[src/rtl/uart_hex_sender_if.sv]
// Handshake bundle between the monitor sequencer, the hex line sender and the UART TX byte queue.
interface uart_hex_sender_if;
    logic        snd_start;
    logic [63:0] snd_data;
    logic        short_mode;
    logic [7:0]  tx_data;
    logic        tx_valid;
    logic        tx_ready;
    logic        flushing_wq;
    logic        busy;
    logic        ovr_err;

    modport master (
        output snd_start, snd_data, short_mode, tx_ready,
        input  tx_data, tx_valid, flushing_wq, busy, ovr_err
    );

    modport slave (
        input  snd_start, snd_data, short_mode, tx_ready,
        output tx_data, tx_valid, flushing_wq, busy, ovr_err
    );
endinterface

[src/rtl/uart_hex_sender.sv]
// Formats a dump/PC word pair as an ASCII hex line and streams it to the UART TX queue.
// Define HEX_LOWERCASE_EN to emit 'a'-'f' instead of 'A'-'F'.
module uart_hex_sender #(
    parameter int         NL_CRLF  = 1,
    parameter logic [7:0] SEP_CHAR = 8'h20
) (
    input  logic                clk,
    input  logic                rst_n,
    uart_hex_sender_if.slave    bus
);

`ifdef HEX_LOWERCASE_EN
    localparam logic [7:0] HEX_ALPHA = 8'h61;
`else
    localparam logic [7:0] HEX_ALPHA = 8'h41;
`endif

    typedef enum logic [2:0] {
        S_IDLE,
        S_HEXL,
        S_SEP,
        S_HEXH,
        S_CR,
        S_LF
    } state_t;

    localparam state_t S_EOL = (NL_CRLF != 0) ? S_CR : S_LF;

    state_t      r_state;
    state_t      w_next;
    logic [63:0] r_data;
    logic        r_short;
    logic [2:0]  r_cnt;
    logic        r_flush;
    logic        r_ovr;

    logic        w_valid;
    logic        w_xfer;
    logic [31:0] w_word;
    logic [31:0] w_shifted;
    logic [3:0]  w_nib;
    logic [7:0]  w_hex;
    logic [7:0]  w_byte;

    assign w_valid = (r_state != S_IDLE);
    assign w_xfer  = w_valid & bus.tx_ready;

    always_ff @(posedge clk or negedge rst_n) begin
        if (!rst_n) begin
            r_state <= S_IDLE;
        end else begin
            r_state <= w_next;
        end
    end

    always_comb begin
        w_next = r_state;
        unique case (r_state)
            S_IDLE: if (bus.snd_start) w_next = S_HEXL;
            S_HEXL: if (w_xfer && r_cnt == 3'd7) w_next = r_short ? S_EOL : S_SEP;
            S_SEP:  if (w_xfer) w_next = S_HEXH;
            S_HEXH: if (w_xfer && r_cnt == 3'd7) w_next = S_EOL;
            S_CR:   if (w_xfer) w_next = S_LF;
            S_LF:   if (w_xfer) w_next = S_IDLE;
            default: w_next = S_IDLE;
        endcase
    end

    // Counter wraps 7->0 on the same transfer that leaves a hex state.
    always_ff @(posedge clk or negedge rst_n) begin
        if (!rst_n) begin
            r_data  <= '0;
            r_short <= 1'b0;
            r_cnt   <= '0;
            r_flush <= 1'b0;
            r_ovr   <= 1'b0;
        end else begin
            r_flush <= (r_state == S_LF) && w_xfer;
            r_ovr   <= bus.snd_start && (r_state != S_IDLE);
            if (r_state == S_IDLE && bus.snd_start) begin
                r_data  <= bus.snd_data;
                r_short <= bus.short_mode;
                r_cnt   <= '0;
            end else if ((r_state == S_HEXL || r_state == S_HEXH) && w_xfer) begin
                r_cnt <= r_cnt + 3'd1;
            end
        end
    end

    // Most-significant nibble first: shift the selected word left by 4*count.
    assign w_word    = (r_state == S_HEXH) ? r_data[63:32] : r_data[31:0];
    assign w_shifted = w_word << {r_cnt, 2'b00};
    assign w_nib     = w_shifted[31:28];
    assign w_hex     = (w_nib < 4'd10) ? (8'h30 + {4'h0, w_nib})
                                       : (HEX_ALPHA + {4'h0, w_nib} - 8'd10);

    always_comb begin
        w_byte = '0;
        unique case (r_state)
            S_HEXL, S_HEXH: w_byte = w_hex;
            S_SEP:          w_byte = SEP_CHAR;
            S_CR:           w_byte = 8'h0D;
            S_LF:           w_byte = 8'h0A;
            default:        w_byte = '0;
        endcase
    end

    assign bus.tx_data     = w_byte;
    assign bus.tx_valid    = w_valid;
    assign bus.busy        = w_valid;
    assign bus.flushing_wq = r_flush;
    assign bus.ovr_err     = r_ovr;

endmodule

[src/flat_wrapper.sv]
// flat-port wrapper written by rule: the top's interface ports become plain ports
module uart_hex_sender_flat 
#(
    parameter int         NL_CRLF  = 1,
    parameter logic [7:0] SEP_CHAR = 8'h20
)
  (clk, rst_n, bus_snd_start, bus_snd_data, bus_short_mode, bus_tx_ready, bus_tx_data, bus_tx_valid, bus_flushing_wq, bus_busy, bus_ovr_err);
  uart_hex_sender_if bus_i ();
  input  logic clk;
  input  logic rst_n;
  input wire logic [$bits(bus_i.snd_start)-1:0] bus_snd_start;
  input wire logic [$bits(bus_i.snd_data)-1:0] bus_snd_data;
  input wire logic [$bits(bus_i.short_mode)-1:0] bus_short_mode;
  input wire logic [$bits(bus_i.tx_ready)-1:0] bus_tx_ready;
  output wire logic [$bits(bus_i.tx_data)-1:0] bus_tx_data;
  output wire logic [$bits(bus_i.tx_valid)-1:0] bus_tx_valid;
  output wire logic [$bits(bus_i.flushing_wq)-1:0] bus_flushing_wq;
  output wire logic [$bits(bus_i.busy)-1:0] bus_busy;
  output wire logic [$bits(bus_i.ovr_err)-1:0] bus_ovr_err;
  assign bus_i.snd_start = bus_snd_start;
  assign bus_i.snd_data = bus_snd_data;
  assign bus_i.short_mode = bus_short_mode;
  assign bus_i.tx_ready = bus_tx_ready;
  assign bus_tx_data = bus_i.tx_data;
  assign bus_tx_valid = bus_i.tx_valid;
  assign bus_flushing_wq = bus_i.flushing_wq;
  assign bus_busy = bus_i.busy;
  assign bus_ovr_err = bus_i.ovr_err;
  uart_hex_sender #(.NL_CRLF(NL_CRLF), .SEP_CHAR(SEP_CHAR)) u_core (.clk(clk), .rst_n(rst_n), .bus(bus_i));
endmodule
[config.mk]
export PLATFORM = sky130hd
export DESIGN_NAME = uart_hex_sender_flat
export DESIGN_NICKNAME = d
export VERILOG_FILES = /design/src/rtl/uart_hex_sender_if.sv /design/src/rtl/uart_hex_sender.sv /design/src/flat_wrapper.sv
export SDC_FILE = /design/constraint.sdc
export NUM_CORES = 1
export LEC_CHECK = 0
export ABC_CLOCK_PERIOD_IN_PS = 2130
export BUFFER_PORTS_ARGS = -buffer_cell sky130_fd_sc_hd__buf_2
export CORE_ASPECT_RATIO = 1.2
export CORE_MARGIN = 2
export CORE_UTILIZATION = 40
export DETAILED_ROUTE_END_ITERATION = 12
export RECOVER_POWER = 25
export SYNTH_ARGS = -nofsm -noshare
export SYNTH_HDL_FRONTEND = slang
export SYNTH_SLANG_ARGS = --single-unit
export TNS_END_PERCENT = 20
[constraint.sdc]
create_clock -name clk -period 2.13 [get_ports clk]
set_input_delay 0.213 -clock clk [delete_from_list [all_inputs] [get_ports clk]]
set_output_delay 0.213 -clock clk [all_outputs]
set_load 0.1 [all_outputs]
Word level (Yosys, flattened, before mapping)
Index checks and enable logic that the tools add are counted.

cells by class
  add/subtract/negate cells = 4
  multiply operators = 0
  divide/modulo/power cells = 0
  $lt $le $gt $ge = 1
  eq/ne operators = 12
  shift operators = 1
  mux-type cells = 13
  bitwise operators = 1
  reduce and logical (&&, ||, !) cells = 11

operators by type and width
  cell                                                  number
  2-to-1 mux 32 bit                                     1
  case mux 8 bit (4 select lines)                       1
  left shift 32 x 5 -> 32 bit                           1
  2-to-1 mux 3 bit                                      9
  case mux 3 bit (6 select lines)                       1
  != test 2 x 1 -> 1 bit (second input constant)        5
  equality test 3 bit (second input constant)           3
  adder 7 x 4 -> 8 bit (first input constant)           1
  2-to-1 mux 8 bit                                      1
  subtractor 8 x 4 -> 8 bit (second input constant)     1
  adder 6 x 4 -> 7 bit (first input constant)           1
  equality test 3 x 2 -> 1 bit (second input constant)  2
  AND reduction 6 bit                                   1
  logical AND 1 bit                                     5
  less-than comparator 4 bit (second input constant)    1
  adder 3 x 1 -> 3 bit (second input constant)          1
  equality test 3 x 1 -> 1 bit (second input constant)  1
  zero test 3 bit                                       1
  nonzero test 3 bit                                    1
  != test 2 bit (second input constant)                 1
  nonzero test 2 bit                                    1
  OR reduction 2 bit                                    1
  AND 1 bit                                             1
  logical OR 1 bit                                      1

word-level totals
  flip-flop bits (word level) = 73
  bits in latches = 0
  memory bits (writable) = 0
  memory bits (read-only) = 0
  input port bits = 69
  output and inout port bits = 12
  word-level logic and storage cells = 49
  memories = 0

Logic depth before layout (Yosys ltp)
Gate-level depths: netlist (run 1).

  word-level depth = 7
  gate-level depth with buffers = 10
  depth with buffers taken out = 8

Worst setup path after synthesis (run 1)
Ideal clock, no wire load.

  kind = flip-flop to output port
  start = register u_core.r_cnt[0]
  end = output port bus_tx_data[2]
  arrival time = 3.866 ns
  required time = 1.917 ns
  setup slack = -1.949 ns
  cell stages (with the launch flop) = 8
  buffers on the path = 2
  cells stage by stage = dfrtp_1 -> buf_6 -> buf_12 -> mux2i_1 -> mux4_2 -> mux2i_4 -> nand2_1 -> o311ai_1

on the way
  cells in the longest elaborated chain, start to end = 5
  elaborated cells between the ends (all ways) = 7
  those cells by class = add/sub (3); order compare (1); shift (1); mux (2)

ends and longest elaborated chain
  element                              line                   RTL
  start, declared                      uart_hex_sender.sv:33  logic [2:0] r_cnt;
  start signal, assigned               uart_hex_sender.sv:85  r_cnt <= r_cnt + 3'd1;
  left shift 32 x 5 -> 32 bit (*)      uart_hex_sender.sv:92  assign w_shifted = w_word << {r_cnt, 2'b00};
  adder 7 x 4 -> 8 bit                 uart_hex_sender.sv:95  : (HEX_ALPHA + {4'h0, w_nib} - 8'd10);
  subtractor 8 x 4 -> 8 bit            uart_hex_sender.sv:95
  2-to-1 mux 8 bit (*)                 uart_hex_sender.sv:94  assign w_hex = (w_nib < 4'd10) ? (8'h30 + {4'h0, w_nib})
  case mux 8 bit (4 select lines) (*)  uart_hex_sender.sv:99  unique case (r_state)
  end, declared                        flat_wrapper.sv:15     output wire logic [$bits(bus_i.tx_data)-1:0] bus_tx_data;

Mark *: on every way between the ends. The rest lies on a longest branch, timed or not.

Final worst setup path (run 1)
Same ends and word-level chain as after synthesis.

==> summary.txt, run 1 <==
Placement
  – Dpl ws: -445 ps
  – Placed Area: 4520 um^2
  – HPWL after DPL: 5.65 mm
  – Routability congestion estimate: 0.789
  – I/O Buffers: 79

Synth
  – Post-Syn Instances: 265
  – Ys Warns: 0
  – Synth Flop Type: dfrtp_1
  – Post-synth top area share: 49.0%
  – Post-synth cell types: 41
  – Most common cell in the netlist: dfrtp_1
  – Syn avg cell area: 14.1 um^2
  – Synthesized area: 3730 um^2
  – Seq/Total Area, Yosys: 49.0%
  – Post-synth EDFFs: 0
  – Mapped Nets: 337
  – Seq cells post-synth: 73
  – Ys async rst share: 100%
  – Leading cell types by total area after synthesis: dfrtp_1 (49%), mux2_2 (20%), mux2i_1 (8.6%)
  – Post-synth top cells: dfrtp_1 (73), mux2_2 (66), mux2i_1 (32)
  – Cell taking the most area after synthesis: dfrtp_1

Hold path
  – Worst hold path depth: 2
  – Min-delay src: bus_snd_data[15]
  – Hold EP: u_core.r_data[15]
  – Worst hold path class: in -> reg

Global routing
  – Pin count of the biggest net entering global routing: 43
  – First-pass GRT wire length: 13.0 mm
  – Tot GR Track Use: 17.0%
  – Initial antenna violation count: 0
  – Vias in the first global route: 2634
  – Grt ovf: 0

Cells and area
  – Layout fillers: 818
  – Design area: 4780 um^2
  – Layout cell share with drive strength beyond 1: 58.2%
  – Area grow syn2layout: 28.2%
  – Antenna cells: 0
  – Util after Layout: 52.9%
  – Nets@finish: 438

Die
  – Die width: 92.1 um
  – Die Area: 10100 um^2
  – Std cell rows: 38
  – Die height: 110 um
  – # IOs: 81
  – Core area: 9030 um^2
  – Initial core utilization: 41.2%

Run status
  – Status: finished, violations left
  – Failing checks: negative setup slack

Timing
  – RSZ-0062 raised after global routing: true
  – Worst-margin pin slew: 929 ps
  – Crit share post-route: 132%
  – Rel. slew slack: 38.1%
  – Setup WS post-layout: -672 ps
  – Fin. max-slew vios: 0
  – Post-route setup TNS: -4210 ps
  – Max Freq: 0.357 GHz
  – Final Hold Vio Count: 0
  – Min cycle time layout: 2800 ps
  – Worst clock skew: 11.0 ps
  – Setup violators final: 7

Clocking
  – CTS tree: built
  – CTS Root Cell: clkbuf_8
  – Skew-Pair Late Insertion Delay: 350 ps
  – Clk sinks: 73
  – Clk buf depth: 2
  – Cts bufs inserted: 9
  – Reg clk slew, reported paths: 80 ps
  – Htree depth: 3

Detailed routing
  – Avg WL per Cell: 15.7 um
  – Total wire length: 7.71 mm
  – Detail Route met2 WL: 4.03 mm
  – Antenna viol nets, final: 0
  – Met1 Wirelength: 3.24 mm
  – Met3 WL post-DR: 246 um
  – Vias per cell: 4.96
  – Residual DRC: 0
  – DR pass1 iterations: 4
  – Initial DRC count: 66
  – Total number of vias: 2433
  – Highest routed layer: met4

Worst setup path
  – R2R depth: 5
  – R2r startpoint: u_core.r_state[1]
  – WP data arrival: 2590 ps
  – CP Class: reg -> out
  – Worst flop-to-flop path endpoint: u_core.r_data[31]
  – Critical Path RT: 1920 ps
  – Reg-to-reg slack, setup: 170 ps
  – Critical Path End Type: output port
  – Worst Setup Start Kind: flip-flop
  – Crit-path max FO: 10

Flow run
  – Max cap viols: 0
==> cells in the final DEF (no fill, tap or decap), types with 3 or more instances in the layout <==
master     n
buf_12    11
mux2_2    65
mux2i_1   32
mux2_4     4
nand2b_1   3
a21oi_1    6
buf_4     21
dfrtp_1   73
clkinv_2   4
nand3_1    3
nor2_1     9
buf_2     71
clkbuf_8  10
mux2i_4    3
inv_1      4
nand2_1    7
o21ai_0    3
mux4_2     7
==> layer usage <==
metal	vias to the layer above	global-route usage (%)
met5	-	0
met4	0	9.17
met3	12	2.67
met2	49	29.5
met1	1214	20.4
li1	1158	-
==> how the worst max path moves through the flow <==
stage	from	slack, ps	to	cells after the start
5_1_grt	u_core.r_cnt[0]	-800	bus_tx_data[2]	8
3_5_place_dp	u_core.r_state[2]	-440	bus_tx_data[4]	8
6_report	u_core.r_cnt[0]	-670	bus_tx_data[2]	8
3_3_place_gp	u_core.r_state[2]	-400	bus_tx_data[4]	8
2_1_floorplan	u_core.r_cnt[0]	-650	bus_tx_data[1]	9
4_1_cts	u_core.r_cnt[1]	-730	bus_tx_data[1]	8
==> registers in the layout, summed over array words and instances, names as in the netlist <==
| signal | count |
|---|---|
| u_core.r_data | 64 |
| u_core.bus.ovr_err | 1 |
| u_core.bus.flushing_wq | 1 |
| u_core.r_short | 1 |
| u_core.r_cnt | 3 |
| u_core.r_state | 3 |
==> stage by stage <==
step,std cells,hold slack [ps]
2_1_floorplan,265,-82.6
3_3_place_gp,471,215
3_5_place_dp,471,218
4_1_cts,490,67.4
5_1_grt,491,73.8
6_report,491,89.7
==> what timing repair did <==
| item | in CTS | in global routing |
|---|---|---|
| resized for setup | 5 | 5 |
| cloned | 1 | 0 |
| endpoints found under the hold margin | 34 | 0 |
| pin swaps | 2 | 1 |
| endpoints found under the setup margin | 7 | 7 |
| hold buffers | 1 | 0 |
| buffers inserted | 1 | 1 |
==> cell type report <==
cell class                      count  area [um^2]  share of cell area, %
Multi-Input combinational cell    169         1810                   37.9
Timing Repair Buffer              108          776                   16.2
Sequential cell                    73         1830                   38.2
Inverter                            5         18.8                  0.393
Tap cell                          120          150                   3.14
Clock inverter                      6         57.6                   1.21
Clock buffer                       10          138                   2.88
==> logic make-up (layout without fill, tap and decap cells) <==
group	after synthesis	count (layout)	share of synthesized area (%)
AOI/OAI and AO/OA	21	21	3.76
xor gates and xnor gates	1	1	0.235
adders and majority gates	3	3	1.01
buffers and inverters	24	129	5.67
DFF	73	73	49.0
muxes	112	112	36.1
other	1	1	0.101
and+or+nand+nor	30	31	4.10
==> worst max-delay path: stages, from the launching register on <==
cell	delay [ps]
dfrtp_1	410
buf_12	160
buf_6	130
mux2i_1	120
mux4_2	510
mux2_4	300
o211ai_1	260
o311ai_4	160
buf_12	190
Power of run 1 is left out: the tool's default activity adds up to more than one toggle a clock period on the data nets, which glitch-free logic cannot reach.
==> run 2, diff against run 1 <==
--- a/config.mk
+++ b/config.mk
@@ -7,11 +7,15 @@
 export LEC_CHECK = 0
 export ABC_CLOCK_PERIOD_IN_PS = 2130
 export BUFFER_PORTS_ARGS = -buffer_cell sky130_fd_sc_hd__buf_2
+export CELL_PAD_IN_SITES_DETAIL_PLACEMENT = 0
+export CELL_PAD_IN_SITES_GLOBAL_PLACEMENT = 1
 export CORE_ASPECT_RATIO = 1.2
 export CORE_MARGIN = 2
 export CORE_UTILIZATION = 40
 export DETAILED_ROUTE_END_ITERATION = 12
+export PLACE_DENSITY_LB_ADDON = 0.1
 export RECOVER_POWER = 25
+export SLEW_MARGIN = 10
 export SYNTH_ARGS = -nofsm -noshare
 export SYNTH_HDL_FRONTEND = slang
 export SYNTH_SLANG_ARGS = --single-unit
==> constraint.sdc (replaced) <==
create_clock -name clk -period 2.13 [get_ports clk]
set_input_delay 0 -clock clk [delete_from_list [all_inputs] [get_ports clk]]
set_output_delay 0 -clock clk [all_outputs]
set_load 0.1 [all_outputs]
==> run 2 against run 1 <==
  * The flow finishes with violations (max-capacitance violations, max-slew violations, negative setup slack)
  * Critical path depth decreased by 1
  * Register-to-register slack about the same
  * Worst hold slack improved by 320 ps
  * Non-clock buffer count increased by 62
  * Die area unchanged
  * Cell count increased by 12%
  * Largest cell class unchanged
  * Via count increased by 6.4%
  * Utilization increased by 7.0 points
  * Sequential cell count unchanged
  * Clock skew decreased by 2.4 ps
  * Sequential share of layout area decreased by 4.5 points
==> summary.txt, run 2 (synthesized netlist as in run 1, its figures left out) <==
Cells and area
  – Nets@finish: 499 (+14%)
  – Area grow syn2layout: 45.3%
  – Design area: 5410 um^2 (+13%)
  – Antenna cells: 0 (unchanged)
  – Largest register by flop count: u_core.r_data
  – Layout cell share with drive strength beyond 1: 49.0% (-9.3 points)
  – Commonest non-fill, non-tap cell in the layout: dfrtp_1
  – Commonest cells after routing, fill and taps aside: dfrtp_1 (73), buf_2 (71), dlygate4sd3_1 (68)
  – Regs by FF count: u_core.r_data (64), u_core.r_cnt (3), u_core.r_state (3)
  – Max reg flops: 64 (unchanged)
  – Post-Layout Cell Count: 551 (+12%)
  – Layout fillers: 770 (-5.9%)

Global routing
  – Initial antenna violation count: 0 (unchanged)
  – First-pass GRT wire length: 13.0 mm (-0.15%)
  – Tot GR Track Use: 16.8% (-0.18 points)
  – Grt ovf: 0 (unchanged)
  – Vias in the first global route: 2730 (+3.6%)
  – Pin count of the biggest net entering global routing: 74 (+72%)

Timing
  – Setup violators final: 7 (unchanged)
  – Fin. max-slew vios: 74 (+74)
  – Setup WS post-layout: -469 ps (+204 ps)
  – Post-route setup TNS: -2780 ps (+1430 ps)
  – RSZ-0062 raised after global routing: true
  – Max Freq: 0.385 GHz (+7.8%)
  – Final Hold Vio Count: 0 (unchanged)
  – Rel. slew slack: -20.6% (-59 points)
  – Min cycle time layout: 2600 ps (-204 ps)
  – Crit share post-route: 122% (-9.6 points)
  – Worst clock skew: 8.67 ps (-2.36 ps)
  – Worst-margin pin slew: 1810 ps (+881 ps)

Placement
  – Dpl ws: -152 ps (+293 ps)
  – DP Cell Count: 467 (-0.85%)
  – I/O Buffers: 79 (unchanged)
  – HPWL after DPL: 5.38 mm (-4.8%)
  – Routability congestion estimate: 0.800 (+1.4%)
  – Placed Area: 4460 um^2 (-1.4%)

Detailed routing
  – Vias per cell: 4.70 (-5.2%)
  – Total wire length: 7.94 mm (+3.0%)
  – Total number of vias: 2589 (+6.4%)
  – Antenna viol nets, final: 0 (unchanged)
  – Residual DRC: 0 (unchanged)
  – DR pass1 iterations: 4 (unchanged)
  – Avg WL per Cell: 14.4 um (-8.2%)
  – Initial DRC count: 89 (+35%)

Worst setup path
  – Reg-to-reg slack, setup: 170 ps (about the same)
  – WP data arrival: 2600 ps (about the same)
  – CP bufs+invs: 2 (-1)
  – Crit-path max FO: 8 (-2)
  – Largest stage delay, worst path: 520 ps (about the same)
  – Max stage delay cell, worst path: mux4_2
  – Worst Setup Start Kind: flip-flop
  – Crit-path leading delay family: multiplexers
  – Critical Path End Type: output port
  – CP Class: reg -> out
  – Worst path cell trace: nand3b_4, mux2_4, mux4_2, buf_4, or2_4, o211ai_4, buf_12
  – Critical Path RT: 2130 ps (+210 ps)

Die
  – Die width: 92.1 um (unchanged)
  – Die Area: 10100 um^2 (unchanged)
  – # IOs: 81 (unchanged)
  – Die height: 110 um (unchanged)
  – Initial core utilization: 41.2% (unchanged)
  – Core area: 9030 um^2 (unchanged)
  – Std cell rows: 38 (unchanged)

Clocking
  – Reg clk slew, reported paths: 80 ps (about the same)
  – Skew-Pair Late Insertion Delay: 340 ps (about the same)
  – Cts bufs inserted: 9 (unchanged)
  – CTS Root Cell: clkbuf_8
  – CTS tree: built
  – Htree depth: 3 (unchanged)
  – Clk sinks: 73 (unchanged)
  – Clk buf depth: 2 (unchanged)

Hold path
  – Worst hold path class: in -> reg

Run status
  – Status: finished, violations left
  – Failing checks: max-capacitance violations, max-slew violations, negative setup slack

Flow run
  – Max cap viols: 1 (+1)
## run 2: worst reg2reg max path, stage by stage (launching register included)
cell,delay (ps)
dfrtp_1,380
buf_4,130
buf_4,170
or3_4,370
nor2_4,180
buf_4,270
mux2_2,360
## run 2: path summary, 6_finish.rpt
kind / startpoint / to / cells after the start
setup / recovery: u_core.r_state[2] / bus_tx_data[0] / 7
hold / removal: bus_snd_data[25] / u_core.r_data[25] / 3
setup reg to reg: u_core.r_state[2] / u_core.r_data[61] / 6
hold reg to reg: u_core.r_data[31] / u_core.r_data[31] / 1
max in group asynchronous: rst_n / u_core.r_data[24] / 2
min in group asynchronous: rst_n / u_core.r_data[42] / 2
## run 2: per-stage QoR
step | utilization (%) | hold WS, ps
floorplan | - | -296
global placement | 49.4 | 202
detailed placement | 49.4 | 202
CTS | 59.7 | 359
global route | 59.9 | 404
finish | 59.9 | 413
## run 2: layout make-up
cell class,count,area (um^2),share of cell area [%]
Sequential cell,73,1830,33.7
Multi-Input combinational cell,168,1790,33.1
Timing Repair Buffer,170,1380,25.5
Tap cell,120,150,2.77
Clock buffer,10,138,2.54
Clock inverter,5,104,1.92
Inverter,5,18.8,0.347
## run 2: timing repair
action / CTS / global route
gates resized for setup: 5 / 4
pin swaps: 1 / 0
hold buffers: 68 / 0
endpoints found under the setup margin: 7 / 7
gates cloned: 0 / 0
buffers inserted: 0 / 1
endpoints found under the hold margin: 142 / 0
## run 2: layer usage
metal	part of all wire, %	routed length, um	GRT usage, %
met5	0	0	0
met2	50	3990	28.4
met3	3.5	277	4.52
met4	1.3	104	5.54
met1	45	3570	21.1
Power of run 2 is left out for the same reason.
